**src/rtl/mem_responder.sv**
```systemverilog
// Memory-side responder for the CPU control FSM bus.
// Services one read or write against an internal word array after
// WAIT_CYCLES wait states, then pulses o_ack for one cycle. A side loader
// port writes the array directly while the responder is idle.
module mem_responder #(
    parameter int ADDR_W      = 8,
    parameter int DATA_W      = 8,
    parameter int WAIT_CYCLES = 1
) (
    input  logic              i_clk,
    input  logic              i_rst,
    input  logic              i_req,
    input  logic              i_rw,
    input  logic [ADDR_W-1:0] i_addr,
    input  logic [DATA_W-1:0] i_wdata,
    output logic [DATA_W-1:0] o_rdata,
    output logic              o_ack,
    output logic              o_busy,
    input  logic              i_ld_en,
    input  logic [ADDR_W-1:0] i_ld_addr,
    input  logic [DATA_W-1:0] i_ld_data
);

    typedef enum logic [1:0] {
        S_IDLE = 2'd0,
        S_WAIT = 2'd1,
        S_ACK  = 2'd2
    } state_t;

    localparam logic [3:0] WAIT_INIT = 4'(WAIT_CYCLES);
    localparam bit         ZERO_WAIT = (WAIT_CYCLES == 0);

    logic [DATA_W-1:0] mem [2**ADDR_W];

    state_t            state_q;
    logic [3:0]        cnt_q;
    logic [ADDR_W-1:0] addr_q;
    logic              rw_q;
    logic [DATA_W-1:0] wdata_q;
    logic [DATA_W-1:0] rdata_q;
    logic              ack_q;
    logic              busy_q;

    logic              accept_d;
    logic              ld_write_d;
    logic              enter_ack_d;
    logic [ADDR_W-1:0] acc_addr_d;
    logic              acc_rw_d;
    logic [DATA_W-1:0] acc_wdata_d;

    // Decode request acceptance and the access performed on the ACK-entry edge.
    // With zero wait states the access uses the bus values being latched on
    // that same edge; otherwise it uses the latched copies.
    always_comb begin
        ld_write_d  = (state_q == S_IDLE) && i_ld_en;
        accept_d    = (state_q == S_IDLE) && i_req && !i_ld_en;
        enter_ack_d = (accept_d && ZERO_WAIT) ||
                      ((state_q == S_WAIT) && (cnt_q == 4'd1));
        if (state_q == S_IDLE) begin
            acc_addr_d  = i_addr;
            acc_rw_d    = i_rw;
            acc_wdata_d = i_wdata;
        end else begin
            acc_addr_d  = addr_q;
            acc_rw_d    = rw_q;
            acc_wdata_d = wdata_q;
        end
    end

    // Transaction FSM with registered ack, busy and read data.
    always_ff @(posedge i_clk) begin
        if (i_rst) begin
            state_q <= S_IDLE;
            cnt_q   <= 4'd0;
            addr_q  <= '0;
            rw_q    <= 1'b0;
            wdata_q <= '0;
            rdata_q <= '0;
            ack_q   <= 1'b0;
            busy_q  <= 1'b0;
        end else begin
            ack_q <= 1'b0;
            case (state_q)
                S_IDLE: begin
                    if (accept_d) begin
                        addr_q  <= i_addr;
                        rw_q    <= i_rw;
                        wdata_q <= i_wdata;
                        cnt_q   <= WAIT_INIT;
                        busy_q  <= 1'b1;
                        state_q <= ZERO_WAIT ? S_ACK : S_WAIT;
                    end
                end
                S_WAIT: begin
                    cnt_q <= cnt_q - 4'd1;
                    if (cnt_q == 4'd1) begin
                        state_q <= S_ACK;
                    end
                end
                S_ACK: begin
                    state_q <= S_IDLE;
                    busy_q  <= 1'b0;
                end
                default: begin
                    state_q <= S_IDLE;
                    busy_q  <= 1'b0;
                end
            endcase
            if (enter_ack_d) begin
                ack_q <= 1'b1;
                if (!acc_rw_d) begin
                    rdata_q <= mem[acc_addr_d];
                end
            end
        end
    end

    // Array writes: committed access on ACK entry, or loader write in IDLE.
    // Reset suppresses both so an interrupted write never lands.
    always_ff @(posedge i_clk) begin
        if (!i_rst) begin
            if (enter_ack_d && acc_rw_d) begin
                mem[acc_addr_d] <= acc_wdata_d;
            end else if (ld_write_d) begin
                mem[i_ld_addr] <= i_ld_data;
            end
        end
    end

    assign o_rdata = rdata_q;
    assign o_ack   = ack_q;
    assign o_busy  = busy_q;

endmodule

```
**config.mk**
```make
export PLATFORM = sky130hd
export DESIGN_NAME = mem_responder
export DESIGN_NICKNAME = d
export VERILOG_FILES = /design/src/rtl/mem_responder.sv
export SDC_FILE = /design/constraint.sdc
export NUM_CORES = 2
export LEC_CHECK = 0
export BUFFER_PORTS_ARGS = -buffer_cell sky130_fd_sc_hd__buf_2
export CORE_AREA = 2 2 418 502
export CTS_CLUSTER_DIAMETER = 150
export DETAILED_ROUTE_END_ITERATION = 6
export DIE_AREA = 0 0 420 504
export GPL_ROUTABILITY_DRIVEN = 1
export PLACE_DENSITY = 0.52
export SLEW_MARGIN = 5
export SYNTH_ARGS = -nofsm -noshare
export SYNTH_HDL_FRONTEND = slang
export SYNTH_SLANG_ARGS = --single-unit
```
**constraint.sdc**
```tcl
create_clock -name i_clk -period 28.5 [get_ports i_clk]
set_input_delay 1.425 -clock i_clk [delete_from_list [all_inputs] [get_ports i_clk]]
set_output_delay 1.425 -clock i_clk [all_outputs]
set_load 0.005 [all_outputs]
```
Word level (Yosys, flattened, before mapping)
Memories as Yosys holds them, arrays and structs flattened. A register that Yosys moved wholly into a read port is not among the register bits.
Cells that the tools add are included.

storage, ports and cells
  register bits after elaboration = 25
  memory bits (writable) = 2048
  input bits = 37
  output and inout bits = 10
  logic and storage cells = 50
  memories kept = 1

memories
  name  words  bits a word  read ports  clocked after Yosys merged registers in  wr ports  line  text
  mem   256    8            1           1                                        1         33    logic [DATA_W-1:0] mem [2**ADDR_W];

operators by class
  $add $sub $neg = 1
  equal/unequal tests = 4
  muxes and demuxes = 21
  bitwise gates (word level) = 2
  reductions and logical operators = 14

operator list
  operator               number
  $mux W8                4
  $mux W1                11
  $reduce_and A2 Y1      5
  $pmux W4 S2            1
  $reduce_or A8 Y1       1
  $logic_and A1 B1 Y1    5
  $eq A4 B1 Y1 const B   1
  $mux W2                2
  $mux W4                1
  $pmux W2 S2            1
  $sub A4 B1 Y4 const B  1
  $eq A2 B1 Y1 const B   1
  $logic_not A2 Y1       1
  $ne A2 B1 Y1 const B   1
  $ne A2 B2 Y1 const B   1
  $not A1 Y1             2
  $pmux W1 S2            1
  $reduce_bool A2 Y1     1
  $logic_not A1 Y1       1

Depth between registers and ports, before layout
  depth in word-level cells = 8
  gate-level depth with buffers = 16
  gate-level depth less buffers = 10

Least setup slack after synthesis
OpenSTA, ideal clock, no wires.

  path type = input-to-reg
  start = in i_rst
  end = mem mem[0][5], data pin
  library setup time = 1.731 ns
  arrival = 9.672 ns
  required time = 26.769 ns
  slack = 17.097 ns
  stages = 6
  path buffers = 3
  cells stage by stage = clkbuf_1 > nand3b_1 > clkbuf_1 > clkbuf_1 > nor2_1 > a31oi_1

between the ends
  cells in the longest elaborated chain, start to end = 4

ends and longest elaborated chain
  what                           line  text
  start: declaration             11    input logic i_rst,
  $mux W1                        121   if (!i_rst) begin
  $mux W1 (not written as such)  125   mem[i_ld_addr] <= i_ld_data;
  $reduce_or A8 Y1 (no line)     --
  $mux W8 (no line)              --
  end: declaration               33

Every way passes these cells.

Worst setup path after layout
  start = reg state_q[1]
  end = reg rdata_q[7], in the netlist o_rdata[7] (read register of mem)

between the ends
  cells in the longest elaborated chain, start to end = 4
  elaborated cells between the ends (all ways) = 7
  those cells by class = eq/ne: 1; mux: 2; bitwise: 1; reduce/logical: 3

ends and longest elaborated chain
  what                         line  text
  start: declaration           35    state_t state_q;
  start signal: assignment     91    state_q <= ZERO_WAIT ? S_ACK : S_WAIT;
  $logic_not A2 Y1             59    if (state_q == S_IDLE) begin
  $mux W1                      59
  $not A1 Y1 (no line)         --
  $reduce_and A2 Y1 (no line)  --
  end: declaration             40    logic [DATA_W-1:0] rdata_q;

Several ways; a longest one is shown, not always the timed one.
A chain may end at the register's enable or synchronous reset.

==> results.json <==
{
  "status": "finished, final reports clean",
  "initial_utilization_pct": 39.8,
  "reg2reg_to": "o_rdata[7]",
  "area_growth_pct": 11.7,
  "cts_resized": 0,
  "wl_mm": 248,
  "synth_edf_count": 2048,
  "peakVddDrop_mv": 0.0610,
  "worstPathMaxFanout": 137,
  "crit_required_ps": 29290,
  "ys.flop_type": "edfxtp_1",
  "hold_end": "wdata_q[0]",
  "relSlewSlack_pct": 5.02,
  "hold_buffers": 0,
  "internal-power_mw": 5.06,
  "root_buffer": "clkbuf_16",
  "crit_start": "state_q[1]",
  "synthTopCellsByArea": "edfxtp_1, nand2_1, nand3_1, mux2i_1, nor2_1",
  "place.gp.congestion": 0.813,
  "core_um2": 207000,
  "firstDrtPassIters": 5,
  "worst-r2r-setup-slack_ps": 21980,
  "netlist_area_um2": 82300,
  "die_h_um": 504,
  "cap_violations": 0,
  "max_freq_mhz": 153,
  "p_leak_nw": 29.7,
  "min_from": "wdata_q[0]",
  "crit_top_cell": "buf_4",
  "yosysTopAreaCell": "edfxtp_1",
  "crit_buf_inv": 4,
  "min_period_ps": 6520,
  "synth_commonest_cells": "edfxtp_1, nand2_1, nand3_1, nor2_1, buf_2",
  "cp-start-kind": "register",
  "slew_viol_final": 0,
  "power.total_mw": 6.70,
  "drive_gt1_share_pct": 8.87,
  "dp_slack_ps": 21170,
  "crit_slowest_cell": "buf_4",
  "drc": 0,
  "setup_viol": 0,
  "synthCells": 5902,
  "synth_most_common_cell": "edfxtp_1",
  "die_area_um2": 212000,
  "slowest_delay_ps": 860,
  "portBuffers": 46,
  "power_switching_mw": 1.63,
  "pin_count": 47,
  "grt_usage_pct": 23.1,
  "setup_ws_ps": 21980,
  "ant_nets": 0,
  "critical_path_class": "reg2reg",
  "ys_ff_latch": 2081,
  "finalSetupTns_ps": 0,
  "grt_start_max_net_pins": 201,
  "path_delay_family": "buffers and inverters",
  "tightest_slew_ps": 1420,
  "cts_setup_buffers": 0,
  "clock_power_share_pct": 39.2,
  "use_met1_pct": 31.7,
  "clk_pin_slew_ps": 60,
  "antenna_found_initial": 12,
  "swShare_pct": 24.4,
  "grt_pass1_vias": 48100,
  "use_met2_pct": 37.9,
  "rsz0062_at_grt": "false",
  "hold_class": "reg2reg",
  "synth.net_count": 5941,
  "cp-end-kind": "register",
  "ys_types": 71,
  "synth_top_area_share_pct": 74.7,
  "drt_iter0_drc": 5374,
  "arrival_ps": 7310,
  "worstPathCellList": "or3b_1, buf_4, and2_4, buf_4, buf_12, buf_4, mux2i_1, a32oi_1, nand3_1, a21oi_1, a311oi_1, a311oi_1, o31a_1",
  "fin_worst_skew_ps": 32.2,
  "grt_util_met3_pct": 3.17,
  "cts_inserted_buffers": 202,
  "pwr-share-comb_pct": 9.3,
  "insertion_delay_ps": 850,
  "hpwl_mm": 144,
  "wl_per_cell_um": 28.1,
  "report.final.hold_viol_count": 0,
  "hold_depth": 2,
  "seqPwrFrac_pct": 51.5,
  "overflow": 0,
  "vias": 50100,
  "final_nets": 5934,
  "h-tree-depth": 4,
  "reg2reg_depth": 13,
  "power_density_nw_per_um2": 72.9,
  "yosysWarnings": 0,
  "tritoncts": "built",
  "ys_async_sr_fraction_pct": 0,
  "top_usage_layer": "met2",
  "clock-sinks": 2081,
  "die_x_um": 420,
  "cts_buffer_depth": 3,
  "r2r_start": "state_q[1]",
  "vias_per_cell": 5.67,
  "avgSynthCellArea_um2": 13.9,
  "fp-row-count": 183,
  "synth_seq_area_share_pct": 75.6,
  "grt_pass1_wl_mm": 356,
  "min_period_over_period_pct": 22.9
}
==> registers in the layout (all words and copies together) (netlist names) <==
signal / flops
addr_q: 8
cnt_q: 4
mem: 2048
o_ack: 1
o_busy: 1
o_rdata: 8
rw_q: 1
state_q: 2
wdata_q: 8
==> tightest hold or removal path, stage by stage, from the launching register on <==
cell,delay (ps)
dfxtp_1,310
nand2_1,50
a21oi_1,50
==> power groups by stage <==
| stage | Sequential [mW] | Clock, mW | Combinational, mW |
|---|---|---|---|
| after floorplan | 3.57 | 0 | 0.350 |
| after global placement | 3.51 | 0 | 0.622 |
| after detailed placement | 3.51 | 0 | 0.626 |
| after CTS | 3.45 | 2.66 | 0.627 |
| after global routing | 3.44 | 2.77 | 0.663 |
| final | 3.45 | 2.63 | 0.624 |
==> worst max path at each step <==
stage / end / slack, ps / cells past startpoint
2_1_floorplan: mem[0][5] / 17100 / 6
3_5_place_dp: o_rdata[7] / 21170 / 14
3_3_place_gp: o_rdata[7] / 21080 / 14
4_1_cts: o_rdata[7] / 21920 / 13
5_1_grt: o_rdata[7] / 21660 / 13
6_report: o_rdata[7] / 21980 / 13
==> placed cells by master (no fill, tap or decap), types with 48 or more instances in the layout <==
cell type / netlist / routed
nand3_1: 478 / 477
mux2i_1: 172 / 169
clkbuf_1: 125 / 60
clkbuf_16: 0 / 212
nor2_1: 342 / 338
a32oi_1: 133 / 133
a31oi_1: 174 / 165
buf_4: 22 / 106
nand4_1: 115 / 115
nand2_1: 1531 / 1530
mux4_2: 55 / 55
a21oi_1: 96 / 95
and3_1: 55 / 55
edfxtp_1: 2048 / 2048
o21ai_0: 48 / 48
==> through the flow <==
stage                     hold slack [ps]  std cells  instance area, um2  util (%)
final                                 456       8841               91900      44.4
after global routing                  484       8839               91900      44.4
after CTS                             458       8838               91900      44.4
after detailed placement              448       8466               85500      41.3
after global placement                443       8466               85500      41.3
after floorplan                       437       5902               82300         -
==> per-layer routing <==
layer | up-vias | wire, um
met5 | - | 0
met4 | 0 | 8120
met3 | 358 | 15500
met2 | 1833 | 121000
met1 | 25800 | 104000
li1 | 22100 | -
==> cell type report <==
class	count	area [um2]
Multi-Input combinational cell	3440	18500
Sequential cell	2081	62200
Timing Repair Buffer	164	1270
Clock buffer	274	5560
Antenna cell	3	7.51
Tap cell	2775	3470
Clock inverter	98	841
Inverter	6	22.5
Fill cell	18500	115000
==> logic make-up after synthesis <==
| group | share of synthesized area, % |
|---|---|
| AND/OR/NAND/NOR | 13.4 |
| flip-flops | 75.6 |
| multiplexers | 3.64 |
| XOR/XNOR | 0.0106 |
| buffers and inverters | 2.24 |
| adder cells (fa/ha/maj) | 0.0304 |
| AO/OA/AOI/OAI | 5.16 |
Power figures use the tool's default switching activity.
